### src/rtl/nonce_result_collector.sv
// Pairs issued nonces with delayed validator success; winners go to a show-ahead FIFO. Optional hit counter: RESULT_COUNT_EN.
// Latency: nonce_valid_i to result_valid_o is LATENCY+1 edges (no bypass); delay line never stalls.
// Backpressure: result_valid_o/result_ready_i drain; hits arriving on a full FIFO without a pop are dropped and flag overflow_o.
module nonce_result_collector #(
  parameter int LATENCY = 1,
  parameter int DEPTH   = 4
) (
  input  logic        clk,
  input  logic        rst,
  input  logic        nonce_valid_i,
  input  logic [31:0] nonce_i,
  input  logic        success_i,
  input  logic        clear_i,
  output logic        result_valid_o,
  output logic [31:0] result_nonce_o,
  input  logic        result_ready_i,
  output logic        overflow_o,
  output logic [15:0] found_count_o
);

  localparam int AW = $clog2(DEPTH);

  logic [LATENCY-1:0] dl_vld;
  logic [31:0]        dl_nonce [LATENCY];
  logic [31:0]        mem      [DEPTH];
  logic [AW:0]        wr_ptr;
  logic [AW:0]        rd_ptr;
  logic               ovf_q;
  logic               hit;
  logic               empty;
  logic               full;
  logic               pop;
  logic               push;
  logic               drop;

  // Valid bits need a known reset; nonce payload is qualified by them and may stay stale.
  always_ff @(posedge clk or negedge rst) begin
    if (!rst) begin
      dl_vld <= '0;
    end else if (clear_i) begin
      dl_vld <= '0;
    end else begin
      dl_vld[0] <= nonce_valid_i;
      for (int i = 1; i < LATENCY; i++) begin
        dl_vld[i] <= dl_vld[i-1];
      end
    end
  end

  always_ff @(posedge clk) begin
    dl_nonce[0] <= nonce_i;
    for (int i = 1; i < LATENCY; i++) begin
      dl_nonce[i] <= dl_nonce[i-1];
    end
  end

  assign hit   = dl_vld[LATENCY-1] & success_i;
  assign empty = (wr_ptr == rd_ptr);
  assign full  = (wr_ptr[AW-1:0] == rd_ptr[AW-1:0]) && (wr_ptr[AW] != rd_ptr[AW]);
  assign pop   = ~empty & result_ready_i;
  // A pop on a full FIFO frees the head slot in the same cycle, so the hit still lands.
  assign push  = hit & (~full | pop);
  assign drop  = hit & full & ~pop;

  always_ff @(posedge clk or negedge rst) begin
    if (!rst) begin
      wr_ptr <= '0;
      rd_ptr <= '0;
      ovf_q  <= 1'b0;
    end else if (clear_i) begin
      wr_ptr <= '0;
      rd_ptr <= '0;
      ovf_q  <= 1'b0;
    end else begin
      if (push) wr_ptr <= wr_ptr + 1'b1;
      if (pop)  rd_ptr <= rd_ptr + 1'b1;
      if (drop) ovf_q  <= 1'b1;
    end
  end

  always_ff @(posedge clk) begin
    if (push && !clear_i) begin
      mem[wr_ptr[AW-1:0]] <= dl_nonce[LATENCY-1];
    end
  end

  assign result_valid_o = ~empty;
  assign result_nonce_o = empty ? 32'h0 : mem[rd_ptr[AW-1:0]];
  assign overflow_o     = ovf_q;

`ifdef RESULT_COUNT_EN
  logic [15:0] found_cnt;

  always_ff @(posedge clk or negedge rst) begin
    if (!rst) begin
      found_cnt <= '0;
    end else if (clear_i) begin
      found_cnt <= '0;
    end else if (hit && found_cnt != 16'hFFFF) begin
      found_cnt <= found_cnt + 16'd1;
    end
  end

  assign found_count_o = found_cnt;
`else
  assign found_count_o = 16'h0;
`endif

endmodule
### config.mk
export PLATFORM = sky130hd
export DESIGN_NAME = nonce_result_collector
export DESIGN_NICKNAME = d
export VERILOG_FILES = /design/src/rtl/nonce_result_collector.sv
export SDC_FILE = /design/constraint.sdc
export NUM_CORES = 1
export LEC_CHECK = 0
export ABC_AREA = 0
export CORE_MARGIN = 2
export CORE_UTILIZATION = 50
export DETAILED_ROUTE_END_ITERATION = 8
export PLACE_DENSITY = 0.73
export SLEW_MARGIN = 20
export SYNTH_ARGS = -nofsm -noshare
export SYNTH_HDL_FRONTEND = slang
export SYNTH_SLANG_ARGS = --single-unit
### constraint.sdc
create_clock -name clk -period 4.45 [get_ports clk]
set_input_delay 0.89 -clock clk [delete_from_list [all_inputs] [get_ports clk]]
set_output_delay 0.89 -clock clk [all_outputs]
set_load 0.01 [all_outputs]
# == Yosys cells after proc, flatten, opt, wreduce, memory -nomap -nowiden ==
# Memories as Yosys holds them, arrays and structs flattened.
# Cells that the tools add are included.
# classes
n_mux,10
n_eq_ne,3
addsub,2
reduce_logical,6
n_bitwise,9
# ops
op,count
32-bit 2-to-1 mux,1
3-bit 2-to-1 mux,4
"3-bit by 1-bit adder with 3-bit output, second input constant",2
2-bit nonzero test,3
1-bit AND,5
1-bit 2-to-1 mux,5
3-bit == test,1
1-bit inverter,3
2-bit == test,1
1-bit logical AND,2
1-bit logical NOT,1
1-bit != test,1
1-bit bitwise OR,1
# totals
n_memories,2
output_inout_bits,50
ramBits,160
ff_bits,8
# memory_table
memory,depth,width,read_ports,rd_clocked_by_memory_dff,wr,line_no,rtl
mem,4,32,1,0,1,25,logic [31:0] mem [DEPTH];
dl_nonce,1,32,1,0,1,24,logic [31:0] dl_nonce [LATENCY];

# == Depth between registers and ports, before layout ==
# Gate-level depths: netlist of run 1.
# logic_depth
depth_word,8
depth_mapped,5
mapped_depth_nobuf,4

# == Worst setup path after synthesis of run 1 ==
# OpenSTA, ideal clock, no wires.
# synth_path
path_kind,input-to-reg
from,input port success_i
to,memory mem[3][0] (enable)
arrival_time_ns,3.398
path_slack_ns,0.591
stages,3
n_path_buf,0
cell_sequence,and2_1 > o41ai_4 > nor3_1
# synth_between
elab_chain_cells,5
# synth_rtl
item,line_no,rtl
start: declaration,12,"input logic success_i,"
1-bit AND,57,assign hit = dl_vld[LATENCY-1] & success_i;
1-bit AND,62,assign push = hit & (~full | pop);
1-bit logical AND,82,if (push && !clear_i) begin
1-bit 2-to-1 mux,82,
1-bit 2-to-1 mux (implied by the code),83,mem[wr_ptr[AW-1:0]] <= dl_nonce[LATENCY-1];
end: declaration,25,
# No other way between the ends.

# == Final worst setup path of run 1 ==
# layout_path
from,register rd_ptr[0]
to,output port result_nonce_o[18]
# layout_between
elab_chain_cells,2
elab_cells_between_ends,3
classes_between,eq/ne: 1; mux: 1; memory: 1
# layout_rtl
item,line_no,rtl
start: declaration,27,logic [AW:0] rd_ptr;
start signal: assignment,76,if (pop) rd_ptr <= rd_ptr + 1'b1;
memory 4 x 32 bit or 3-bit == test (tied branches),-,
32-bit 2-to-1 mux (*),88,assign result_nonce_o = empty ? 32'h0 : mem[rd_ptr[AW-1:0]];
end: declaration,15,"output logic [31:0] result_nonce_o,"
# Mark *: on every way between the ends. The rest lies on a longest branch, timed or not.

==> results_dict.tcl, run 1 <==
set metrics [dict create \
    synth-seq-cells 168 \
    cts_root_buf "clkbuf_16" \
    max_slew_margin_pct 39.36 \
    grt_antenna_before_repair 0 \
    core_um2 11960 \
    leakagePower_nw 2.571 \
    path_max_fanout 15 \
    final_util_pct 63.03 \
    wl_per_cell_um 18.48 \
    worstPathRequired_ps 3560 \
    hold_violations 0 \
    clk_pin_slew_ps 60 \
    async_flop_share_pct 4.762 \
    insertion_delay_ps 420 \
    netlist_area_um2 6123 \
    ctsHtreeMaxLevel 4 \
    switching_share_pct 21.44 \
    p_switching_mw 0.7427 \
    fmax_ghz 0.2865 \
    rows 40 \
    fin_crit_sh_pct 78.44 \
    syn_area_per_cell_um2 20.34 \
    final_cells 544 \
    p_seq_share_pct 50.2 \
    dp.cells 512 \
    path_class "flip-flop to output port" \
    cts_inserted_buffers 17 \
    drive_above_1_share_pct 19.14 \
    drc 0 \
    yosys_warnings 0 \
    first_pass_iters 4 \
    setup_viol 0 \
    ios 88 \
    cp-start-kind "flip-flop" \
    hpwl_um 5825 \
    initialDrtViolationCount 214 \
    overflow 0 \
    die_y_um 114.7 \
    cts_max_path_buffers 2 \
    io_buffer_count 71 \
    grt_start_max_net_pins 35 \
    cts.sinks 168 \
    die_w_um 114.7 \
    setup_tns_ps 0 \
    grtUsageTotal_pct 16.80 \
    cts_tree "yes" \
    grt_pass1_wl_um 15530 \
    place_congestion 0.7180 \
    min-delay-path-class "flip-flop to flip-flop" \
    p_clk_share_pct 40.8 \
    vias_per_cell 5.105 \
    vias 2777 \
    start_util_pct 51.19 \
    fin_nets 427 \
    status "finished, final reports clean" \
    cts_setup_buffers 0 \
    arrival_ps 2600 \
    cts-hold-fix-buffers 0 \
    rsz0062_at_grt "no" \
    totalPowerFinal_mw 3.465 \
    p_comb_share_pct 9.1 \
    synth-main-ff-cell "edfxtp_1" \
    drv.max_cap_violation_count 0 \
    postSynthCellCount 301 \
    dieArea_um2 13150 \
    intPower_mw 2.722 \
    synth_edf_count 128 \
    wl_um 10050 \
    yosysSeqAreaShare_pct 76.50 \
    drtAntennaViolNets 0 \
    synth_cell_types 29 \
    n_antenna_cell 0 \
    powerDensity_nw_per_um2 459.5 \
    cts-resized-gates 0 \
    cp-end-kind "output port" \
    slew_viol_final 0 \
    fillerInstances 842 \
    tightest_slew_ps 909.6 \
    grt_pass1_vias 2870 \
    skew_ps 11.05 \
    finalCriticalPeriod_ps 3491 \
    areaGrowthSynthToFinish_pct 23.13 \
    ir_worst_vdd_uv 330.0 \
]
-- sequential cells by signal, indices dropped and copies added (netlist names) --
signal / cells
dl_nonce: 32
dl_vld: 1
mem: 128
overflow_o: 1
rd_ptr: 3
wr_ptr: 3
-- worst paths after layout --
kind,slack (ps),start,endpoint,cells after the start
min,470,dl_nonce[0][14],mem[1][14],0
max in group asynchronous,3390,rst,rd_ptr[1],1
max reg2reg,2070,rd_ptr[0],mem[1][7],4
min in group asynchronous,760,rst,overflow_o,1
min reg2reg,470,dl_nonce[0][14],mem[1][14],0
max,960,rd_ptr[0],result_nonce_o[18],4
-- routing by layer --
layer / global-route usage (%) / vias up / part of all wire [%]
li1: - / 1287 / -
met1: 21.57 / 1397 / 43
met2: 26.35 / 83 / 51
met3: 5.029 / 10 / 4.6
met4: 8.211 / 0 / 1.2
met5: 0 / - / 0
-- cell families after synthesis --
| logic type | after synthesis | synth area share (%) |
|---|---|---|
| AOI/OAI and AO/OA | 6 | 0.9604 |
| and+or+nand+nor | 48 | 4.843 |
| muxes | 34 | 12.10 |
| adders and majority gates | 5 | 1.022 |
| other | 1 | 0.06124 |
| buffers and inverters | 32 | 3.085 |
| DFF | 168 | 76.50 |
| xor gates and xnor gates | 7 | 1.431 |
-- synth_stat cells (all sizes together) (2+ instances only) --
library cell    n  area share [%]
xor2            5             1.1
mux2i           2            0.33
ha              5             1.0
nor2b          24             2.5
and2b           9             1.1
and2            4            0.41
clkbuf          4            0.25
buf            24             2.6
dfrtp           8             3.3
nor2            7            0.43
edfxtp        128              63
xnor2           2            0.29
mux4           32              12
inv             4            0.25
nor3            2            0.25
dfxtp          32              10
a21oi           2            0.16
-- cell usage in the layout, fill, tap and decap left out, drive strengths merged, types with 2 or more instances in the layout --
cell	Yosys	layout
clkbuf	4	17
xnor2	2	2
mux4	32	32
clkdlybuf4s50	0	71
nor2b	24	24
nor2	7	7
buf	24	6
ha	5	5
nor3	2	2
conb	1	16
clkinv	0	9
inv	4	7
a21oi	2	2
edfxtp	128	128
and2b	9	9
dfrtp	8	8
and2	4	4
dfxtp	32	32
mux2i	2	2
xor2	5	5
bufinv	0	2
-- layout make-up --
type                       instances  area, µm²  share of cell area (%)
sequential                       168       4687                   62.16
clock buffer                      17      425.4                   5.642
clock inverter                    15      151.4                   2.008
multi-input combinational        116       1321                   17.52
inverter                           4      15.01                  0.1991
tap                              147      183.9                   2.439
timing repair buffer              77      755.7                   10.02
-- worst max-delay path, cell delays in order, from the launching register on --
cell and delay, ps:
dfrtp_2 600, buf_4 370, mux4_2 550, nor2b_1 160, clkdlybuf4s50_1 480
-- per-stage QoR --
stage	setup WS, ps	cell area (µm²)	hold slack, ps
floorplan	591.2	6180	438.3
global placement	1385	6963	446.0
detailed placement	1364	6963	459.9
CTS	899.1	7540	474.3
global route	805.6	7540	495.4
finish	959.3	7540	472.8
-- power by group through the flow --
stage	Combinational, mW	Clock [mW]	Sequential [mW]
2_1_floorplan	0.184	0	1.76
3_3_place_gp	0.318	0	1.77
3_5_place_dp	0.318	0	1.77
4_1_cts	0.320	1.44	1.74
5_1_grt	0.338	1.50	1.74
6_report	0.314	1.41	1.74
No activity file was read; power rests on OpenSTA's default activity.
==> inputs of run 2 (changes only) <==
CORE_UTILIZATION = 48   (was 50)
PLACE_DENSITY = 0.74   (was 0.73)
clock period = 3.15 ns   (was 4.45 ns; I/O delays follow)
==> results_dict.tcl, run 2 (synthesized netlist as in run 1, its figures left out) <==
set metrics [dict create \
    status "finished, final reports clean" \
    fin_nets 430 \
    dp.cells 540 \
    cts_setup_buffers 0 \
    wl_um 9734 \
    ctsHtreeMaxLevel 4 \
    rsz0062_at_grt "no" \
    cts_max_path_buffers 2 \
    layout_common_cells "128 x edfxtp_1, 71 x clkdlybuf4s50_1, 32 x mux4_2, 32 x dfxtp_1, 24 x nor2b_1" \
    cts-resized-gates 0 \
    grt_start_max_net_pins 34 \
    start_util_pct 48.92 \
    ir_worst_vdd_uv 438.4 \
    first_pass_iters 4 \
    worstReg2RegEnd "mem[2][18]" \
    setup_tns_ps 0 \
    tightest_slew_ps 890.6 \
    regToRegStartpoint "wr_ptr[1]" \
    die_y_um 116.9 \
    drc 0 \
    place_congestion 0.7034 \
    io_buffer_count 71 \
    drive_above_1_share_pct 19.75 \
    leakagePower_nw 2.592 \
    clk_pin_slew_ps 60 \
    cts_inserted_buffers 17 \
    hpwl_um 6103 \
    core_um2 12520 \
    cts.sinks 168 \
    totalPowerFinal_mw 4.794 \
    slew_viol_final 0 \
    areaGrowthSynthToFinish_pct 24.34 \
    grt_pass1_wl_um 15060 \
    dpl-instance-area_um2 7073 \
    insertion_delay_ps 420 \
    largest_reg_flops 128 \
    rows 41 \
    vias 2811 \
    cts-hold-fix-buffers 0 \
    reg2reg_depth 4 \
    mostFrequentLayoutCell "edfxtp_1" \
    path_class "flip-flop to output port" \
    dieArea_um2 13680 \
    cp-startpoint "rd_ptr[0]" \
    ios 88 \
    initialDrtViolationCount 143 \
    crit_end "result_nonce_o[23]" \
    grt_antenna_before_repair 0 \
    min-delay-path-class "flip-flop to flip-flop" \
    hold_violations 0 \
    cts_root_buf "clkbuf_16" \
    fin_crit_sh_pct 93.83 \
    wl_per_cell_um 17.02 \
    cts_tree "yes" \
    n_antenna_cell 0 \
    skew_ps 10.28 \
    worstPathRequired_ps 2520 \
    die_w_um 116.9 \
    fin_hold_ws_ps 471.5 \
    grt_pass1_vias 2893 \
    fillerInstances 902 \
    cp-end-kind "output port" \
    design_area_um2 7614 \
    grtUsageTotal_pct 15.79 \
    max_slew_margin_pct 40.63 \
    fmax_ghz 0.3383 \
    reg2reg_setup_slack_ps 830 \
    finalCriticalPeriod_ps 2956 \
    drv.max_cap_violation_count 0 \
    drtAntennaViolNets 0 \
    powerDensity_nw_per_um2 629.6 \
    arrival_ps 2330 \
    overflow 0 \
    vias_per_cell 4.914 \
    cp-start-kind "flip-flop" \
    final_cells 572 \
    path_max_fanout 9 \
    setup_viol 0 \
]
-- run 2: cell types whose count changed in the layout (fill, tap and decap cells not counted), sizes merged --
cell,delta
clkbuf,+4
buf,+3
clkinv,-2
inv,-2
bufinv,-1
clkinvlp,+1
-- run 2: how the worst min path moves through the flow --
stage               startpoint         end  slack (ps)  cells after the start
2_1_floorplan              rst      dl_vld         330                      0
3_3_place_gp    dl_nonce[0][0]   mem[2][0]         450                      0
3_5_place_dp   dl_nonce[0][21]  mem[2][21]         460                      0
4_1_cts        dl_nonce[0][21]  mem[3][21]         470                      0
5_1_grt        dl_nonce[0][18]  mem[2][18]         490                      0
6_report       dl_nonce[0][21]  mem[2][21]         470                      0
-- run 2: metal layers --
metal | wire length [µm] | vias up | track usage (%)
met5 | 0 | - | 0
met4 | 202 | 0 | 7.529
met3 | 480 | 13 | 5.046
met2 | 5094 | 84 | 26.63
met1 | 3957 | 1422 | 18.50
li1 | - | 1292 | -
-- run 2: through the flow --
step           utilization, %  setup slack (ps)
2_1_floorplan               -             535.8
3_3_place_gp            56.51             426.6
3_5_place_dp            56.51             358.5
4_1_cts                 60.83             145.4
5_1_grt                 60.83             100.8
6_report                60.83             194.4
-- run 2: area by class of cell --
class                           instances  area [µm²]  share of cell area [%]
Timing Repair Buffer                   80       828.3                   10.88
Tap cell                              172       215.2                   2.827
Clock inverter                         11       100.1                   1.315
Multi-Input combinational cell        116        1328                   17.44
Clock buffer                           21       440.4                   5.785
Inverter                                4       15.01                  0.1972
Sequential cell                       168        4687                   61.56
-- run 2: report_power, final --
group / switching (mW) / internal (mW) / leakage (nW)
sequential: 0.0312 / 2.42 / 1.53
clock: 0.787 / 1.09 / 0.261
combinational: 0.194 / 0.277 / 0.801
-- run 2: worst max-delay path, cell delays in order, from the launching register on --
cell and delay (ps):
dfrtp_2 490, buf_4 260, mux4_2 530, and2b_1 170, clkdlybuf4s50_1 470
==> inputs of run 3 (changes only) <==
CORE_UTILIZATION = 50   (was 48)
PLACE_DENSITY = 0.73   (was 0.74)
REMOVE_ABC_BUFFERS = 1   (was unset)
SLEW_MARGIN = unset   (was 20)
clock period = 3.35 ns   (was 3.15 ns; I/O delays follow)
==> results_dict.tcl, run 3 (synthesized netlist as in run 1, its figures left out) <==
set metrics [dict create \
    status "finished, final reports clean" \
    leakagePower_nw 2.618 \
    path_class "flip-flop to output port" \
    path_max_fanout 22 \
    p_clk_share_pct 42.6 \
    cts_setup_buffers 0 \
    p_switching_mw 0.9238 \
    tightest_slew_ps 888.7 \
    cp-start-kind "flip-flop" \
    grt_pass1_wl_um 15580 \
    final_cells 545 \
    wl_per_cell_um 18.37 \
    drive_above_1_share_pct 19.60 \
    slew_viol_final 0 \
    fin_nets 428 \
    multiInputGateArea_um2 1321 \
    switching_share_pct 19.42 \
    powerDensity_nw_per_um2 623.6 \
    reg2reg_depth 4 \
    ctsHtreeMaxLevel 4 \
    cts_tree "yes" \
    cp-end-kind "output port" \
    start_util_pct 51.19 \
    overflow 0 \
    critPathTopFamily "buffers and inverters" \
    min-delay-path-class "flip-flop to flip-flop" \
    p_comb_share_pct 9.0 \
    setup_tns_ps 0 \
    arrival_ps 2490 \
    max_stage_delay_ps 590 \
    ff_latch_area_um2 4687 \
    p_seq_share_pct 48.4 \
    grt_pass1_vias 2944 \
    cpMaxStageDelayCell "mux4_2" \
    fin_crit_sh_pct 94.29 \
    worstPathRequired_ps 2680 \
    dpl-instance-area_um2 6983 \
    insertion_delay_ps 420 \
    die_w_um 114.7 \
    design_area_um2 7627 \
    hold_violations 0 \
    largest_reg_flops 128 \
    io_buffer_count 71 \
    cts.sinks 168 \
    grtUsageTotal_pct 16.91 \
    drv.max_cap_violation_count 0 \
    skew_ps 12.22 \
    rsz0062_at_grt "no" \
    wl_um 10010 \
    mostFrequentLayoutCell "edfxtp_1" \
    finalCriticalPeriod_ps 3159 \
    cts-hold-fix-buffers 0 \
    ios 88 \
    initialDrtViolationCount 103 \
    setup_viol 0 \
    place_congestion 0.7102 \
    dp.cells 513 \
    clk_pin_slew_ps 60 \
    hold_depth 0 \
    grt_start_max_net_pins 35 \
    cts-resized-gates 0 \
    cts_inserted_buffers 17 \
    die_y_um 114.7 \
    n_antenna_cell 0 \
    vias_per_cell 5.154 \
    vias 2809 \
    ir_worst_vdd_uv 362.4 \
    drc 0 \
    fmax_ghz 0.3166 \
    core_um2 11960 \
    max_slew_margin_pct 40.76 \
    areaGrowthSynthToFinish_pct 24.56 \
    grt_antenna_before_repair 0 \
    drtAntennaViolNets 0 \
    intPower_mw 3.833 \
    final_util_pct 63.77 \
    fillerInstances 816 \
    path_buf_inv 2 \
    rows 40 \
    layout_common_cells "128 x edfxtp_1, 71 x clkdlybuf4s50_1, 32 x mux4_2, 32 x dfxtp_1, 24 x nor2b_1" \
    cts_root_buf "clkbuf_16" \
    hpwl_um 6031 \
    first_pass_iters 4 \
    cp.depth 4 \
    worstPathCellList "buf_4 -> mux4_2 -> and2b_1 -> clkdlybuf4s50_1" \
    cts_max_path_buffers 2 \
    dieArea_um2 13150 \
]
run 3: path summary, 6_finish.rpt:
check / startpoint / endpoint / slack, ps
worst max-delay path: rd_ptr[0] / result_nonce_o[22] / 190
worst min-delay path: dl_nonce[0][15] / mem[3][15] / 470
worst max register to register: wr_ptr[1] / mem[2][18] / 1050
worst min register to register: dl_nonce[0][15] / mem[3][15] / 470
max in group asynchronous: rst / rd_ptr[1] / 2520
min in group asynchronous: rst / wr_ptr[1] / 540
run 3: layout make-up:
type / count / share of cell area [%]
timing repair buffer: 78 / 10.17
sequential: 168 / 61.45
multi-input combinational: 116 / 17.32
tap: 147 / 2.411
clock inverter: 5 / 1.017
inverter: 4 / 0.1969
clock buffer: 27 / 7.431
run 3: power groups by stage:
stage,combinational (mW),sequential [mW],clock (mW)
after floorplan,0.193,2.36,0
after detailed placement,0.435,2.35,0
after global routing,0.463,2.31,2.17
after CTS,0.439,2.30,2.07
after global placement,0.432,2.34,0
final,0.428,2.30,2.02
run 3: per-layer routing:
metal	share of wire, %	track usage [%]	wire length, µm	vias up
li1	-	-	-	1287
met4	0.80	6.179	80	0
met3	4.7	6.300	470	8
met1	42	19.96	4170	1430
met5	0	0	0	-
met2	53	28.48	5291	84
run 3: per-stage QoR:
stage	total power [mW]	setup slack [ps]	hold WS, ps
5_1_grt	4.935	39.41	489.8
4_1_cts	4.809	104.9	473.4
6_report	4.756	191.2	468.8
3_3_place_gp	2.775	597.6	444.7
2_1_floorplan	2.555	-1245	374.4
3_5_place_dp	2.782	546.5	465.6
